$ cat src/rtl/result_writeback_pkg.sv
// Shared definitions for the result write-back path.
// The destination codes match the operand-A select encoding so that the same
// 2-bit field can name a source on the read side and a target on the write side.
package result_writeback_pkg;

  // Write-back destination encoding (identical to the operand-A select)
  localparam logic [1:0] WB_DEST_RF  = 2'b00;
  localparam logic [1:0] WB_DEST_PC  = 2'b01;
  localparam logic [1:0] WB_DEST_CWP = 2'b10;
  localparam logic [1:0] WB_DEST_SR  = 2'b11;

  // Register-file index width (32 architectural registers, r0 hardwired)
  localparam int RF_ADDR_W = 5;

  // Write-back controller states
  typedef enum logic {
    ST_IDLE     = 1'b0,
    ST_RF_WRITE = 1'b1
  } wb_state_e;

  // A PC value is legal only when it is word aligned
  function automatic logic pc_aligned(input logic [1:0] lsbs);
    return (lsbs == 2'b00);
  endfunction

endpackage

$ cat src/rtl/result_writeback_if.sv
// Write-back request channel plus register-file write port.
//
// Handshake rules:
//  - Request side: a request transfers on a rising Clk edge where
//    WB_Valid & WB_Ready are both 1. WB_Ready depends on controller state only,
//    never combinationally on WB_Valid.
//  - Register-file side: RF_We rises with RF_Addr/RF_Data stable and holds until
//    the edge on which RF_Ack=1 is seen; RF_Ack at any other time is ignored.
// The master modport is the environment (request producer and register file),
// the slave modport is the write-back block.
interface result_writeback_if #(
  parameter int DATA_W = 32
);
  import result_writeback_pkg::*;

  logic                 WB_Valid;
  logic                 WB_Ready;
  logic [1:0]           WB_Dest;
  logic [RF_ADDR_W-1:0] Rd;
  logic [DATA_W-1:0]    Result;
  logic                 RF_We;
  logic [RF_ADDR_W-1:0] RF_Addr;
  logic [DATA_W-1:0]    RF_Data;
  logic                 RF_Ack;

  modport master (
    output WB_Valid, WB_Dest, Rd, Result, RF_Ack,
    input  WB_Ready, RF_We, RF_Addr, RF_Data
  );

  modport slave (
    input  WB_Valid, WB_Dest, Rd, Result, RF_Ack,
    output WB_Ready, RF_We, RF_Addr, RF_Data
  );

endinterface

$ cat src/rtl/result_writeback.sv
// Result write-back: returns an ALU result to the register file, PC, CWP or SR.
// PC, CWP and SR live here as architectural state; illegal PC (misaligned) and
// CWP (outside the implemented windows) values are dropped with an error pulse.
// Register-file writes go through a held RF_We/RF_Ack handshake.
module result_writeback
  import result_writeback_pkg::*;
#(
  parameter int DATA_W   = 32,
  parameter int CWP_W    = 5,
  parameter int NWINDOWS = 32
) (
  input  logic               Clk,
  input  logic               Reset_n,
  result_writeback_if.slave  wb,
  output logic [DATA_W-1:0]  PC_Out,
  output logic [CWP_W-1:0]   CWP_Out,
  output logic [DATA_W-1:0]  SR_Out,
  output logic               Align_Error,
  output logic               Window_Error,
  output wb_state_e          Dbg_State
);

  // Window count widened by one bit so NWINDOWS == 2**CWP_W still fits
  localparam logic [CWP_W:0] NWIN = (CWP_W+1)'(NWINDOWS);

  wb_state_e            state_q, state_d;
  logic [RF_ADDR_W-1:0] rf_addr_q, rf_addr_d;
  logic [DATA_W-1:0]    rf_data_q, rf_data_d;
  logic [DATA_W-1:0]    pc_q, pc_d;
  logic [CWP_W-1:0]     cwp_q, cwp_d;
  logic [DATA_W-1:0]    sr_q, sr_d;
  logic                 align_err_q, align_err_d;
  logic                 window_err_q, window_err_d;
  logic                 cwp_legal;

  // A CWP value is legal when the upper Result bits are clear and the low
  // field names an implemented window
  assign cwp_legal = ({1'b0, wb.Result[CWP_W-1:0]} < NWIN) &&
                     (wb.Result[DATA_W-1:CWP_W] == '0);

  // Next-state and architectural updates; requests only accepted in IDLE
  always_comb begin
    state_d      = state_q;
    rf_addr_d    = rf_addr_q;
    rf_data_d    = rf_data_q;
    pc_d         = pc_q;
    cwp_d        = cwp_q;
    sr_d         = sr_q;
    align_err_d  = 1'b0;
    window_err_d = 1'b0;
    case (state_q)
      ST_IDLE: begin
        if (wb.WB_Valid) begin
          case (wb.WB_Dest)
            WB_DEST_RF: begin
              // r0 is hardwired to zero: the request is consumed and dropped
              if (wb.Rd != '0) begin
                rf_addr_d = wb.Rd;
                rf_data_d = wb.Result;
                state_d   = ST_RF_WRITE;
              end
            end
            WB_DEST_PC: begin
              if (pc_aligned(wb.Result[1:0])) pc_d = wb.Result;
              else                            align_err_d = 1'b1;
            end
            WB_DEST_CWP: begin
              if (cwp_legal) cwp_d = wb.Result[CWP_W-1:0];
              else           window_err_d = 1'b1;
            end
            default: begin
              sr_d = wb.Result;
            end
          endcase
        end
      end
      ST_RF_WRITE: begin
        // Hold the write until the register file takes it; no timeout
        if (wb.RF_Ack) state_d = ST_IDLE;
      end
      default: begin
        state_d = ST_IDLE;
      end
    endcase
  end

  // State register; asynchronous reset aborts any pending register-file write
  always_ff @(posedge Clk or negedge Reset_n) begin
    if (!Reset_n) begin
      state_q      <= ST_IDLE;
      rf_addr_q    <= '0;
      rf_data_q    <= '0;
      pc_q         <= '0;
      cwp_q        <= '0;
      sr_q         <= '0;
      align_err_q  <= 1'b0;
      window_err_q <= 1'b0;
    end else begin
      state_q      <= state_d;
      rf_addr_q    <= rf_addr_d;
      rf_data_q    <= rf_data_d;
      pc_q         <= pc_d;
      cwp_q        <= cwp_d;
      sr_q         <= sr_d;
      align_err_q  <= align_err_d;
      window_err_q <= window_err_d;
    end
  end

  // Handshake outputs decode from state only, so reset drops RF_We at once
  assign wb.WB_Ready = (state_q == ST_IDLE);
  assign wb.RF_We    = (state_q == ST_RF_WRITE);
  assign wb.RF_Addr  = rf_addr_q;
  assign wb.RF_Data  = rf_data_q;

  assign PC_Out       = pc_q;
  assign CWP_Out      = cwp_q;
  assign SR_Out       = sr_q;
  assign Align_Error  = align_err_q;
  assign Window_Error = window_err_q;
  assign Dbg_State    = state_q;

endmodule

$ cat src/flat_wrapper.sv
// flat-port wrapper written by rule: the top's interface ports become plain ports
module result_writeback_flat import result_writeback_pkg::*;
#(
  parameter int DATA_W   = 32,
  parameter int CWP_W    = 5,
  parameter int NWINDOWS = 32
)
  (Clk, Reset_n, PC_Out, CWP_Out, SR_Out, Align_Error, Window_Error, Dbg_State, wb_WB_Valid, wb_WB_Dest, wb_Rd, wb_Result, wb_RF_Ack, wb_WB_Ready, wb_RF_We, wb_RF_Addr, wb_RF_Data);
  result_writeback_if #(.DATA_W(DATA_W)) wb_i ();
  input  logic Clk;
  input  logic Reset_n;
  output logic [DATA_W-1:0] PC_Out;
  output logic [CWP_W-1:0] CWP_Out;
  output logic [DATA_W-1:0] SR_Out;
  output logic Align_Error;
  output logic Window_Error;
  output wb_state_e Dbg_State;
  input wire logic [$bits(wb_i.WB_Valid)-1:0] wb_WB_Valid;
  input wire logic [$bits(wb_i.WB_Dest)-1:0] wb_WB_Dest;
  input wire logic [$bits(wb_i.Rd)-1:0] wb_Rd;
  input wire logic [$bits(wb_i.Result)-1:0] wb_Result;
  input wire logic [$bits(wb_i.RF_Ack)-1:0] wb_RF_Ack;
  output wire logic [$bits(wb_i.WB_Ready)-1:0] wb_WB_Ready;
  output wire logic [$bits(wb_i.RF_We)-1:0] wb_RF_We;
  output wire logic [$bits(wb_i.RF_Addr)-1:0] wb_RF_Addr;
  output wire logic [$bits(wb_i.RF_Data)-1:0] wb_RF_Data;
  assign wb_i.WB_Valid = wb_WB_Valid;
  assign wb_i.WB_Dest = wb_WB_Dest;
  assign wb_i.Rd = wb_Rd;
  assign wb_i.Result = wb_Result;
  assign wb_i.RF_Ack = wb_RF_Ack;
  assign wb_WB_Ready = wb_i.WB_Ready;
  assign wb_RF_We = wb_i.RF_We;
  assign wb_RF_Addr = wb_i.RF_Addr;
  assign wb_RF_Data = wb_i.RF_Data;
  result_writeback #(.DATA_W(DATA_W), .CWP_W(CWP_W), .NWINDOWS(NWINDOWS)) u_core (.Clk(Clk), .Reset_n(Reset_n), .wb(wb_i), .PC_Out(PC_Out), .CWP_Out(CWP_Out), .SR_Out(SR_Out), .Align_Error(Align_Error), .Window_Error(Window_Error), .Dbg_State(Dbg_State));
endmodule
$ cat config.mk
export PLATFORM = sky130hd
export DESIGN_NAME = result_writeback_flat
export DESIGN_NICKNAME = d
export VERILOG_FILES = /design/src/rtl/result_writeback_pkg.sv /design/src/rtl/result_writeback_if.sv /design/src/rtl/result_writeback.sv /design/src/flat_wrapper.sv
export SDC_FILE = /design/constraint.sdc
export NUM_CORES = 1
export LEC_CHECK = 0
export BUFFER_PORTS_ARGS = -buffer_cell sky130_fd_sc_hd__buf_2
export CORE_MARGIN = 8
export CORE_UTILIZATION = 55
export CTS_BUF_LIST = sky130_fd_sc_hd__clkbuf_4 sky130_fd_sc_hd__clkbuf_8
export CTS_CLUSTER_DIAMETER = 50
export DETAILED_ROUTE_END_ITERATION = 7
export PLACE_DENSITY = 0.87
export SLEW_MARGIN = 5
export SYNTH_ARGS = -nofsm -noshare
export SYNTH_HDL_FRONTEND = slang
export SYNTH_SLANG_ARGS = --single-unit
$ cat constraint.sdc
create_clock -name Clk -period 5.7 [get_ports Clk]
set_clock_uncertainty 0.15 [all_clocks]
set_input_delay 1.14 -clock Clk [delete_from_list [all_inputs] [get_ports Clk]]
set_output_delay 1.14 -clock Clk [all_outputs]
set_load 0.01 [all_outputs]
==> results list <==
* Met3 track demand over resource: 0.04399
* Hold buffer count at cts: 0
- In this run the static leakage power is between 0.002 and 0.003 uW.
* Number of cell instances on the worst register-to-register path: 4
- The clock drives approximately 110 sinks.
- Outcome: finished, final reports clean
- Relative slew slack: 0.1983
* Maximum number of pins on one net before global-route repair: 69
- Synth Net Count: 300
- In this run, synthesis produced a sequential element count of between 100 and 150.
- Setup slack at placement: 2226 ps
* Area inside the core boundary: 0.007647 mm2
- In the global route stage, met2 resource usage came out at 0.3151.
- TritonCTS built the clock tree.
- Port buffering added 153 buffers.
- In this run the horizontal extent of the chip is roughly 100 um.
- Final worst path period share: 0.5471
- Final Hold Viols: 0
* Switching share of power: 0.2951
- In this run the power spent charging and discharging nets is between 500 and 600 uW.
- Met1 track utilization from global routing: 0.2151
- Actual slew at the worst max-slew pin: 1198 ps
- Cell area after technology mapping: approximately 0.0043 mm2
- Including well taps, the total number of placed cells is 501.
- Setup Total Neg Slack: 0 ps
* Post-layout instance area: roughly 0.0053 mm2
* Die height: between 100 and 150 um
* Antenna-violating nets left: 0
* Top cells by area in the synthesized netlist: sky130_fd_sc_hd__dfrtp_1 (64%), sky130_fd_sc_hd__mux2_2 (19%), sky130_fd_sc_hd__mux2_4 (9.8%)
- In the final layout, the share of cells above drive strength 1 is 0.6627.
- CTS placed an instance of sky130_fd_sc_hd__clkbuf_8 at the clock tree root.
- After synthesis, the netlist uses 26 different library cells.
- Of all nets on the critical path, the largest fanout is 38.
* Estimated wirelength of the detail-placed design: 7215 um
- Worst setup path start: wb_Rd[0]
* Library cell with the largest summed area after synthesis: sky130_fd_sc_hd__dfrtp_1
- STA classifies the critical path endpoint as a flop.
- Clock tree synthesis inserted a total of 9 buffers.
- Fraction of power consumed by combinational cells: 0.266
* Overall fraction of global-route tracks in use: 0.1817
- Clock edge transition at the registers on the reported setup and hold paths: around 90 ps
* Ys flop type: sky130_fd_sc_hd__dfrtp_1
- Area of combinational cells with multiple inputs: roughly 0.0015 mm2
- Initial antenna violation count: 0
* Most frequent cell after synthesis: sky130_fd_sc_hd__dfrtp_1
- Iteration-0 DRC Markers: 71
* Max-Cap Viols: 0
- Clock power frac: 0.223
- Gate count of the mapped netlist: around 260
* Worst ir drop on vdd: between 0.2 and 0.25 mV
- Data arrival, critical path: 3200 ps
- Number of top-level pins: about 150
* Seq. cell area: 0.002728 mm2
- CP endpoint: u_core.wb.RF_Data[4]$_DFFE_PN0P_
- Number of standard cells in the final layout excluding fillers: between 500 and 600
- After synthesis, the share of flip-flops with an asynchronous set or reset is 1.000.
* Top-area cell type share of the netlist area: 0.6359
- Dividing the detail-routed wire length by the instance count gives between 15 and 20 um.
* Global route overflow: 0
* Endpoint of the most critical register-to-register path: u_core.PC_Out[26]$_DFFE_PN0P_
- Placement Cell Area: just over 0.005 mm2
* FF-to-FF Start: u_core.Dbg_State$_DFF_PN0_
- Register-to-register setup slack: 3150 ps
- The filler cells instantiated in the layout total ~560.
- STA classifies the critical path startpoint as a primary input.
* Antenna diodes: 0
- Kind of path behind the tightest hold check: flop to flop
* Global-route wire length before repair: roughly 16000 um
- The H-tree was split into 3 levels.
- In this run the power density over the cells is about 380 mW/mm2.
* Ranking of synthesized cells by instance count: sky130_fd_sc_hd__dfrtp_1 (109), sky130_fd_sc_hd__mux2_2 (71), sky130_fd_sc_hd__mux2_4 (28), sky130_fd_sc_hd__nand2_1 (10), sky130_fd_sc_hd__nor4_1 (6)
* Cell Rows: 32
- Yosys mapped a number of flops with a built-in enable equal to 0.
* WP data required: 5780 ps
* # Post-CTS Setup Buffers: 0
* Average cell area after synthesis: roughly 17 um2
- Number of global-route vias before repair: just over 3000
- Fmax: around 320 MHz
- After the last flow step, the layout net total stands at around 450.
* Busiest metal layer after global routing: met2
* Synthesis Warnings: 0
- The routed design could run at a clock period as short as 3118 ps.
- Sequential share of power: 0.511
* CP Class: primary input to flop
- Signed area change from the synthesized netlist to the final layout: 23.22%
- Internal power contribution: about 1400 uW
- The die covers between 0.01 and 0.015 mm2.
* RSZ-0062 raised after global routing: false
* Post-detailed-route via-to-cell ratio: ~5.1
* DR vias: between 2000 and 3000
* Final WS setup: roughly 2600 ps
- First-pass iteration count of the detailed router: 4
* Sum of routed wire length over all layers: about 9700 um
* Final routed DRC violation total: 0
* Final Wtd Congestion: ~0.74
- At the later pin of the worst-skew pair, clock insertion delay measures about 340 ps.
- Finish-stage setup viols: 0
- Maximum buffer depth of the clock tree: 2
- The share of the Yosys chip area taken by registers is 0.6359.
- The number of gates resized after CTS was 0.
* Number of pins exceeding their max-slew limit in the final report: 0
- The initial utilization of the core area, before any placement, comes to 0.5609.
-- metrics by stage --
step	hold slack [ps]	total power (uW)	util
2_1_floorplan	357.9	1320	-
3_3_place_gp	304.8	1567	0.6656
3_5_place_dp	309.1	1596	0.6656
4_1_cts	338.0	2046	0.6911
5_1_grt	356.1	2124	0.6911
6_report	339.0	2018	0.6911
-- cell type report --
| class | count | area share |
|---|---|---|
| multi-input combinational | 135 | 0.2753 |
| inverter | 1 | 0.0007102 |
| clock inverter | 4 | 0.005682 |
| clock buffer | 12 | 0.03125 |
| tap | 102 | 0.02415 |
| timing repair buffer | 154 | 0.1468 |
| sequential | 109 | 0.5161 |
-- worst min-delay path by stage --
| stage | start | to | slack (ps) | depth (start not counted) |
|---|---|---|---|---|
| after detailed placement | u_core.wb.RF_Addr[1]$_DFFE_PN0P_ | u_core.wb.RF_Addr[1]$_DFFE_PN0P_ | 310 | 2 |
| after CTS | u_core.wb.RF_Addr[1]$_DFFE_PN0P_ | u_core.wb.RF_Addr[1]$_DFFE_PN0P_ | 340 | 2 |
| final | u_core.wb.RF_Addr[1]$_DFFE_PN0P_ | u_core.wb.RF_Addr[1]$_DFFE_PN0P_ | 340 | 2 |
| after global routing | u_core.PC_Out[1]$_DFFE_PN0P_ | u_core.PC_Out[1]$_DFFE_PN0P_ | 360 | 1 |
| after floorplan | u_core.wb.RF_Addr[0]$_DFFE_PN0P_ | u_core.wb.RF_Addr[0]$_DFFE_PN0P_ | 360 | 2 |
| after global placement | u_core.wb.RF_Addr[4]$_DFFE_PN0P_ | u_core.wb.RF_Addr[4]$_DFFE_PN0P_ | 300 | 2 |
-- cells in the final DEF (no fill, tap or decap), drive strengths merged --
| cell type | netlist | routed |
|---|---|---|
| nor2b | 1 | 1 |
| nor2 | 3 | 3 |
| buf | 11 | 154 |
| a22o | 2 | 2 |
| nand3 | 2 | 2 |
| clkinv | 0 | 2 |
| nor3 | 3 | 3 |
| and2 | 2 | 2 |
| o21ai | 2 | 2 |
| clkinvlp | 0 | 1 |
| nor4b | 1 | 1 |
| nand2 | 10 | 10 |
| or4 | 2 | 2 |
| nand4 | 1 | 1 |
| nor4 | 6 | 6 |
| dfrtp | 109 | 109 |
| mux2 | 99 | 99 |
| nand3b | 1 | 1 |
| clkbuf | 1 | 12 |
| inv | 1 | 2 |
-- metal layers --
layer,vias to the layer above,part of all wire
li1,1212,-
met1,1345,0.42
met2,78,0.52
met3,9,0.052
met4,0,0.012
met5,-,0
-- state kept, by name, indices dropped and copies added (netlist names) --
register / flops
u_core.SR_Out: 32
u_core.Window_Error: 1
u_core.wb.RF_Addr: 5
u_core.PC_Out: 32
u_core.Align_Error: 1
u_core.Dbg_State: 1
u_core.wb.RF_Data: 32
u_core.CWP_Out: 5
-- critical path, cell delays in order --
cell                      delay, ps
sky130_fd_sc_hd__buf_2          100
sky130_fd_sc_hd__or4_1          570
sky130_fd_sc_hd__o21ai_4        930
sky130_fd_sc_hd__mux2_2         430
-- power by group through the flow --
| stage | sequential [uW] | clock (uW) | combinational (uW) |
|---|---|---|---|
| finish | 1030 | 451 | 536 |
| global route | 1050 | 492 | 577 |
| CTS | 1030 | 464 | 550 |
| detailed placement | 1050 | 0 | 550 |
| global placement | 1040 | 0 | 531 |
| floorplan | 1120 | 0 | 197 |
-- kinds of logic after synthesis --
kind of cell | Yosys count | share of synthesized area
multiplexers | 99 | 0.2844
flip-flops | 109 | 0.6359
buffers and inverters | 13 | 0.02888
AND/OR/NAND/NOR | 32 | 0.04434
AO/OA/AOI/OAI | 4 | 0.006416
(Power assumes the default switching activity.)
